--- src/rtl/qsort_range_sched_if.sv ---
// Partition job handshake between the range scheduler and the partition unit.
// The scheduler issues (lo,hi) jobs; the partition unit answers with the pivot.
interface qsort_range_sched_if #(
    parameter int IDX_W = 3
);
    logic             part_start;
    logic [IDX_W-1:0] part_lo;
    logic [IDX_W-1:0] part_hi;
    logic             part_done;
    logic [IDX_W-1:0] part_pivot;

    modport master (
        output part_start, part_lo, part_hi,
        input  part_done, part_pivot
    );

    modport slave (
        input  part_start, part_lo, part_hi,
        output part_done, part_pivot
    );
endinterface

--- src/rtl/qsort_range_sched.sv ---
// Quicksort range scheduler: LIFO of (lo,hi) ranges, one partition job at a
// time, qcomp once no range of two or more elements is left.
module qsort_range_sched #(
    parameter int N           = 8,
    parameter int IDX_W       = 3,
    parameter int STACK_DEPTH = 8
) (
    input  logic        clk,
    input  logic        rst,
    input  logic        init,
    qsort_range_sched_if.master pif,
    output logic        busy,
    output logic        qcomp,
    output logic        err,
    output logic        stack_ovf,
    output logic [15:0] job_cnt
);
    localparam int SP_W = $clog2(STACK_DEPTH + 1);
    localparam int AW   = (STACK_DEPTH > 1) ? $clog2(STACK_DEPTH) : 1;
    localparam logic [IDX_W-1:0] HI0  = IDX_W'(N - 1);
    localparam logic [SP_W-1:0]  SP_FULL = SP_W'(STACK_DEPTH);

    typedef enum logic [2:0] {
        IDLE, POP, ISSUE, WAIT, PUSH_R, PUSH_L, DONE, ERR
    } state_t;

    typedef logic [IDX_W:0] ext_t;

    state_t             state, state_n;
    logic [SP_W-1:0]    sp, sp_n;
    logic [2*IDX_W-1:0] stk [2**AW];
    logic [IDX_W-1:0]   lo, hi, piv;

    logic               push, pop, cap, clr, ovf_set, cnt_inc;
    logic [2*IDX_W-1:0] push_val;
    logic [AW-1:0]      wr_idx, top_idx;
    logic               full;
    ext_t               lo_e, hi_e, p_e, pin_e;

    // Index compares run one bit wider so hi=N-1 plus one cannot wrap.
    assign lo_e    = {1'b0, lo};
    assign hi_e    = {1'b0, hi};
    assign p_e     = {1'b0, piv};
    assign pin_e   = {1'b0, pif.part_pivot};
    assign full    = (sp == SP_FULL);
    assign top_idx = AW'(sp - 1'b1);

    always_comb begin
        state_n  = state;
        sp_n     = sp;
        push     = 1'b0;
        push_val = '0;
        pop      = 1'b0;
        cap      = 1'b0;
        clr      = 1'b0;
        ovf_set  = 1'b0;
        cnt_inc  = 1'b0;
        wr_idx   = AW'(sp);
        unique case (state)
            IDLE, DONE, ERR: begin
                if (init) begin
                    clr  = 1'b1;
                    sp_n = '0;
                    if (N < 2) begin
                        state_n = DONE;
                    end else begin
                        push     = 1'b1;
                        push_val = {{IDX_W{1'b0}}, HI0};
                        wr_idx   = '0;
                        sp_n     = SP_W'(1);
                        state_n  = POP;
                    end
                end
            end
            POP: begin
                if (sp == '0) begin
                    state_n = DONE;
                end else begin
                    pop     = 1'b1;
                    sp_n    = sp - 1'b1;
                    state_n = ISSUE;
                end
            end
            ISSUE: begin
                cnt_inc = 1'b1;
                state_n = WAIT;
            end
            WAIT: begin
                if (pif.part_done) begin
                    cap = 1'b1;
                    if (pin_e < lo_e || pin_e > hi_e)
                        state_n = ERR;
                    else
                        state_n = PUSH_R;
                end
            end
            PUSH_R: begin
                state_n = PUSH_L;
                if (p_e + ext_t'(1) < hi_e) begin
                    if (full) begin
                        ovf_set = 1'b1;
                        state_n = ERR;
                    end else begin
                        push     = 1'b1;
                        push_val = {IDX_W'(p_e + ext_t'(1)), hi};
                        sp_n     = sp + 1'b1;
                    end
                end
            end
            PUSH_L: begin
                state_n = POP;
                // Written as p > lo+1 so that p=0 never underflows.
                if (p_e > lo_e + ext_t'(1)) begin
                    if (full) begin
                        ovf_set = 1'b1;
                        state_n = ERR;
                    end else begin
                        push     = 1'b1;
                        push_val = {lo, IDX_W'(p_e - ext_t'(1))};
                        sp_n     = sp + 1'b1;
                    end
                end
            end
            default: state_n = IDLE;
        endcase
    end

    always_ff @(posedge clk) begin
        if (rst) begin
            state     <= IDLE;
            sp        <= '0;
            lo        <= '0;
            hi        <= '0;
            piv       <= '0;
            stack_ovf <= 1'b0;
            job_cnt   <= '0;
        end else begin
            state <= state_n;
            sp    <= sp_n;
            if (pop)
                {lo, hi} <= stk[top_idx];
            if (cap)
                piv <= pif.part_pivot;
            if (clr) begin
                stack_ovf <= 1'b0;
                job_cnt   <= '0;
            end
            if (ovf_set)
                stack_ovf <= 1'b1;
            if (cnt_inc && job_cnt != 16'hffff)
                job_cnt <= job_cnt + 16'd1;
        end
    end

    always_ff @(posedge clk) begin
        if (push)
            stk[wr_idx] <= push_val;
    end

    assign busy           = !(state inside {IDLE, DONE, ERR});
    assign qcomp          = (state == DONE);
    assign err            = (state == ERR);
    assign pif.part_start = (state == ISSUE);
    assign pif.part_lo    = lo;
    assign pif.part_hi    = hi;
endmodule

--- src/flat_wrapper.sv ---
// flat-port wrapper written by rule: the top's interface ports become plain ports
module qsort_range_sched_flat 
#(
    parameter int N           = 8,
    parameter int IDX_W       = 3,
    parameter int STACK_DEPTH = 8
)
  (clk, rst, init, busy, qcomp, err, stack_ovf, job_cnt, pif_part_start, pif_part_lo, pif_part_hi, pif_part_done, pif_part_pivot);
  qsort_range_sched_if #(.IDX_W(IDX_W)) pif_i ();
  input  logic clk;
  input  logic rst;
  input  logic init;
  output logic busy;
  output logic qcomp;
  output logic err;
  output logic stack_ovf;
  output logic [15:0] job_cnt;
  output wire logic [$bits(pif_i.part_start)-1:0] pif_part_start;
  output wire logic [$bits(pif_i.part_lo)-1:0] pif_part_lo;
  output wire logic [$bits(pif_i.part_hi)-1:0] pif_part_hi;
  input wire logic [$bits(pif_i.part_done)-1:0] pif_part_done;
  input wire logic [$bits(pif_i.part_pivot)-1:0] pif_part_pivot;
  assign pif_part_start = pif_i.part_start;
  assign pif_part_lo = pif_i.part_lo;
  assign pif_part_hi = pif_i.part_hi;
  assign pif_i.part_done = pif_part_done;
  assign pif_i.part_pivot = pif_part_pivot;
  qsort_range_sched #(.N(N), .IDX_W(IDX_W), .STACK_DEPTH(STACK_DEPTH)) u_core (.clk(clk), .rst(rst), .init(init), .pif(pif_i), .busy(busy), .qcomp(qcomp), .err(err), .stack_ovf(stack_ovf), .job_cnt(job_cnt));
endmodule
--- config.mk ---
export PLATFORM = sky130hd
export DESIGN_NAME = qsort_range_sched_flat
export DESIGN_NICKNAME = d
export VERILOG_FILES = /design/src/rtl/qsort_range_sched_if.sv /design/src/rtl/qsort_range_sched.sv /design/src/flat_wrapper.sv
export SDC_FILE = /design/constraint.sdc
export NUM_CORES = 1
export LEC_CHECK = 0
export ABC_AREA = 0
export CAP_MARGIN = 10
export CORE_ASPECT_RATIO = 0.7
export CORE_MARGIN = 5
export CORE_UTILIZATION = 53
export CTS_CLUSTER_DIAMETER = 30
export CTS_CLUSTER_SIZE = 28
export DETAILED_ROUTE_END_ITERATION = 10
export PLACE_DENSITY_LB_ADDON = 0.1
export REMOVE_ABC_BUFFERS = 1
export SLEW_MARGIN = 30
export SYNTH_ARGS = -nofsm -noshare
export SYNTH_HDL_FRONTEND = slang
export SYNTH_SLANG_ARGS = --single-unit
--- constraint.sdc ---
create_clock -name clk -period 2.68 [get_ports clk]
set_clock_uncertainty 0.2 [all_clocks]
set_input_delay 0.536 -clock clk [delete_from_list [all_inputs] [get_ports clk]]
set_output_delay 0.536 -clock clk [all_outputs]
set_load 0.01 [all_outputs]
==> metrics.csv <==
stage,metric,value,unit
layout,Multi-input gate area,0.00203,sq mm
power,Comb power frac,27.3,%
yosys,Mapped Cells,384,
layout,"commonest non-fill, non-tap cells in the layout","edfxtp_1 (48), buf_4 (46), clkdlybuf4s50_1 (32)",
status,status,finished clean,
drt,post-DR wirelength/cell,18.9,microns
placement,# placed instances,544,
sta,final worst path period share,97.2,%
placement,HPWL after detailed placement,7.65,mm
global_routing,initial antenna violation count,0,
critical_path,"Max stage delay cell, worst path",dfxtp_1,
critical_path,cell mode on critical path,and3_4,
drt,drt pass-1 iters,5,
yosys,area share of the largest cell type after synthesis,34.2,%
clocking,CTS tree,done,
power,clock power share,32.4,%
critical_path,critical path class,register to register,
global_routing,GRT overflow,0,
power,Static Leak,0.00203,uW
clocking,Worst-Skew Late Latency,0.34,ns
yosys,sequential element share of the synthesized area,49.9,%
drt,total number of vias,3407,
sta,Final Hold Viols,0,
sta,FMAX,384,MHz
critical_path,critical path arrival,2.45,ns
floorplan,Starting Density,53.9,%
yosys,YS warnings,0,
floorplan,die width,117,microns
critical_path,critical path cell sequence,"ha_2, inv_1, ha_1, and3_4, a31oi_4, and3_4, buf_6, o21bai_4, o31ai_2, buf_4",
global_routing,vias in the first global route,3234,
layout,post-layout util,67.8,%
layout,Seq. cell area,0.00210,sq mm
drt,Iter 0 DRT Violations,241,
yosys,Post-synth EDFFs,48,
floorplan,# IOs,34,
sta,fin worst setup slack,0.0747,ns
clocking,H-tree Lvls,3,
layout,"most common cell after layout, fill and taps aside",edfxtp_1,
sta,Final Max Tran Viols,0,
global_routing,Total Routing Usage GR,22.2,%
sta,Slew HR,61.0,%
drt,# DRC,0,
floorplan,die area,0.00985,sq mm
yosys,Synth Flop Type,edfxtp_1,
sta,slew at the pin closest to its max-slew limit,0.570,ns
critical_path,Worst Path Max Fanout,6,
placement,gp weighted congestion,0.897,
clocking,Num CTS Buffers,9,
clocking,clock slew at reported path FFs,0.06,ns
layout,Layout fillers,629,
sta,minimum clock period,2.61,ns
yosys,mean cell area of the mapped netlist,11.0,sq um
sta,Setup-failing EPs final,0,
clocking,Longest Clk Path Bufs,2,
floorplan,num rows,27,
layout,share of cells above drive strength 1,20.3,%
floorplan,core area,0.00780,sq mm
global_routing,global-route wire length before repair,16.9,mm
yosys,post-synth top area cell,edfxtp_1,
layout,Inserted Diodes,0,
power,maximum vdd drop,450,uV
floorplan,die height,84.6,microns
critical_path,CP required,2.53,ns
yosys,top post-synthesis cells by area,"edfxtp_1 (34%), dfxtp_1 (16%), mux4_2 (6.4%), ha_1 (5.1%), nor2_1 (2.9%)",
yosys,Yosys reg bits,81,
power,switching share of total power,30.7,%
worst_hold_path,Min-Delay Path Class,register to register,
clocking,clk sinks,81,
yosys,post-synth cell types,60,
critical_path,Crit. End Element,register,
critical_path,critical path startpoint category,register,
sta,RSZ-0062 raised after global routing,yes,
power,power per cell area,669,mW/mm^2
global_routing,largest net degree at the start of global routing,21,
critical_path,crit-path max cell delay,0.32,ns
yosys,mapped cell area,0.00421,sq mm
power,total internal power,2450,uW
power,Psw,1090,uW
layout,synth-to-layout area growth,25.7,%
placement,DP Worst Slack,0.0236,ns
drt,Final ANT Viol Nets,0,
drt,mean number of vias per cell,6.05,
layout,fin cells,563,
job,Max-cap violations,0,
power,sequential power share,40.3,%
yosys,async set-reset flop share out of synthesis,0,%
clocking,root buffer cell,clkbuf_16,
placement,I/O Buffers,33,
drt,Routed WL,10.6,mm
layout,nets,481,
## cell type report
cell class / count / area share [%]
inverters: 16 / 1.14
multi-input cells: 269 / 38.4
repair buffers: 80 / 13.0
clock inverters: 7 / 1.02
well taps: 101 / 2.39
flip-flops and latches: 81 / 39.8
clock buffers: 9 / 4.26
## power by group through the flow
stage	Sequential, uW	Clock, uW	Combinational (uW)
floorplan	1500	0	497
global placement	1450	0	914
detailed placement	1450	0	926
CTS	1420	1160	937
global route	1430	1230	1050
finish	1430	1150	968
## synthesized netlist by cell type (2+ instances only)
cell type  number
xor2_1          6
and4_1          3
nand3b_1        2
nor3_1         10
ha_1           17
nand3_1        17
a31oi_1         7
and2_1          5
a211o_1         4
nor3_2          2
nand4_1         3
nor2b_1         7
nor3b_1         4
a211oi_1        8
mux2i_1         9
nand2_1        26
dfxtp_1        33
a221o_1         2
inv_1          16
o2bb2ai_1       4
a21o_1          2
o31ai_1         4
o211ai_1        5
and3_1         10
edfxtp_1       48
nand2b_1        6
o21ai_0        14
mux4_2         12
a41o_1          2
o21ai_1         2
or4_1           2
nor2_1         33
buf_2          10
a21oi_1        15
clkbuf_1        8
a221oi_1        2
## per-stage QoR
| step | hold slack, ns | instance area [sq um] | TNS (ns) | total power (uW) |
|---|---|---|---|---|
| floorplan | 0.274 | 4130 | -12.05 | 2000 |
| global placement | 0.246 | 4920 | 0 | 2360 |
| detailed placement | 0.259 | 4920 | 0 | 2380 |
| CTS | 0.272 | 5200 | 0 | 3520 |
| global route | 0.317 | 5290 | 0 | 3710 |
| finish | 0.268 | 5290 | 0 | 3540 |
## layer usage
layer	up-vias	global-route usage (%)	part of all wire, %
met5	-	0	0
met4	0	5.69	1.2
met3	13	6.70	8.8
met2	140	29.2	42
met1	1645	35.0	48
li1	1609	-	-
## flip-flops by register name, indices dropped and copies added, names as in the netlist
signal              cells
u_core.job_cnt         16
u_core.pif.part_hi      3
u_core.pif.part_lo      3
u_core.piv              3
u_core.sp               4
u_core.stack_ovf        1
u_core.state            3
u_core.stk             48
## cells by family after synthesis
family | Yosys count | synth area share, %
flops | 81 | 49.9
xor+xnor | 7 | 1.46
simple gates | 140 | 17.8
buf+inv | 34 | 3.33
compound gates | 83 | 13.6
mux | 22 | 8.83
fa+ha+maj | 17 | 5.05
## worst max-delay path: cells and delay by family, from the launching register on
kind,cells,cell delay (ns)
and+or+nand+nor,2,0.40
AOI/OAI and AO/OA,3,0.44
adders and majority gates,2,0.60
buffers and inverters,3,0.35
DFF,1,0.32
## path summary, 6_finish.rpt
path                                      startpoint  slack, ns  cells after the start                             to
setup / recovery  u_core.pif.part_lo[1]$_SDFFE_PP0P_       0.07                     10     u_core.stk[0][1]$_DFFE_PP_
setup reg to reg  u_core.pif.part_lo[1]$_SDFFE_PP0P_       0.07                     10     u_core.stk[0][1]$_DFFE_PP_
hold / removal         u_core.stack_ovf$_SDFFE_PP0P_       0.27                      2  u_core.stack_ovf$_SDFFE_PP0P_
hold reg to reg        u_core.stack_ovf$_SDFFE_PP0P_       0.27                      2  u_core.stack_ovf$_SDFFE_PP0P_
## repair_timing
item	CTS	global route
setup endpoints to repair	24	32
resized for setup	3	15
setup buffers	0	3
pin swaps	0	4
hold buffers	0	0
Power figures use the tool's default switching activity.
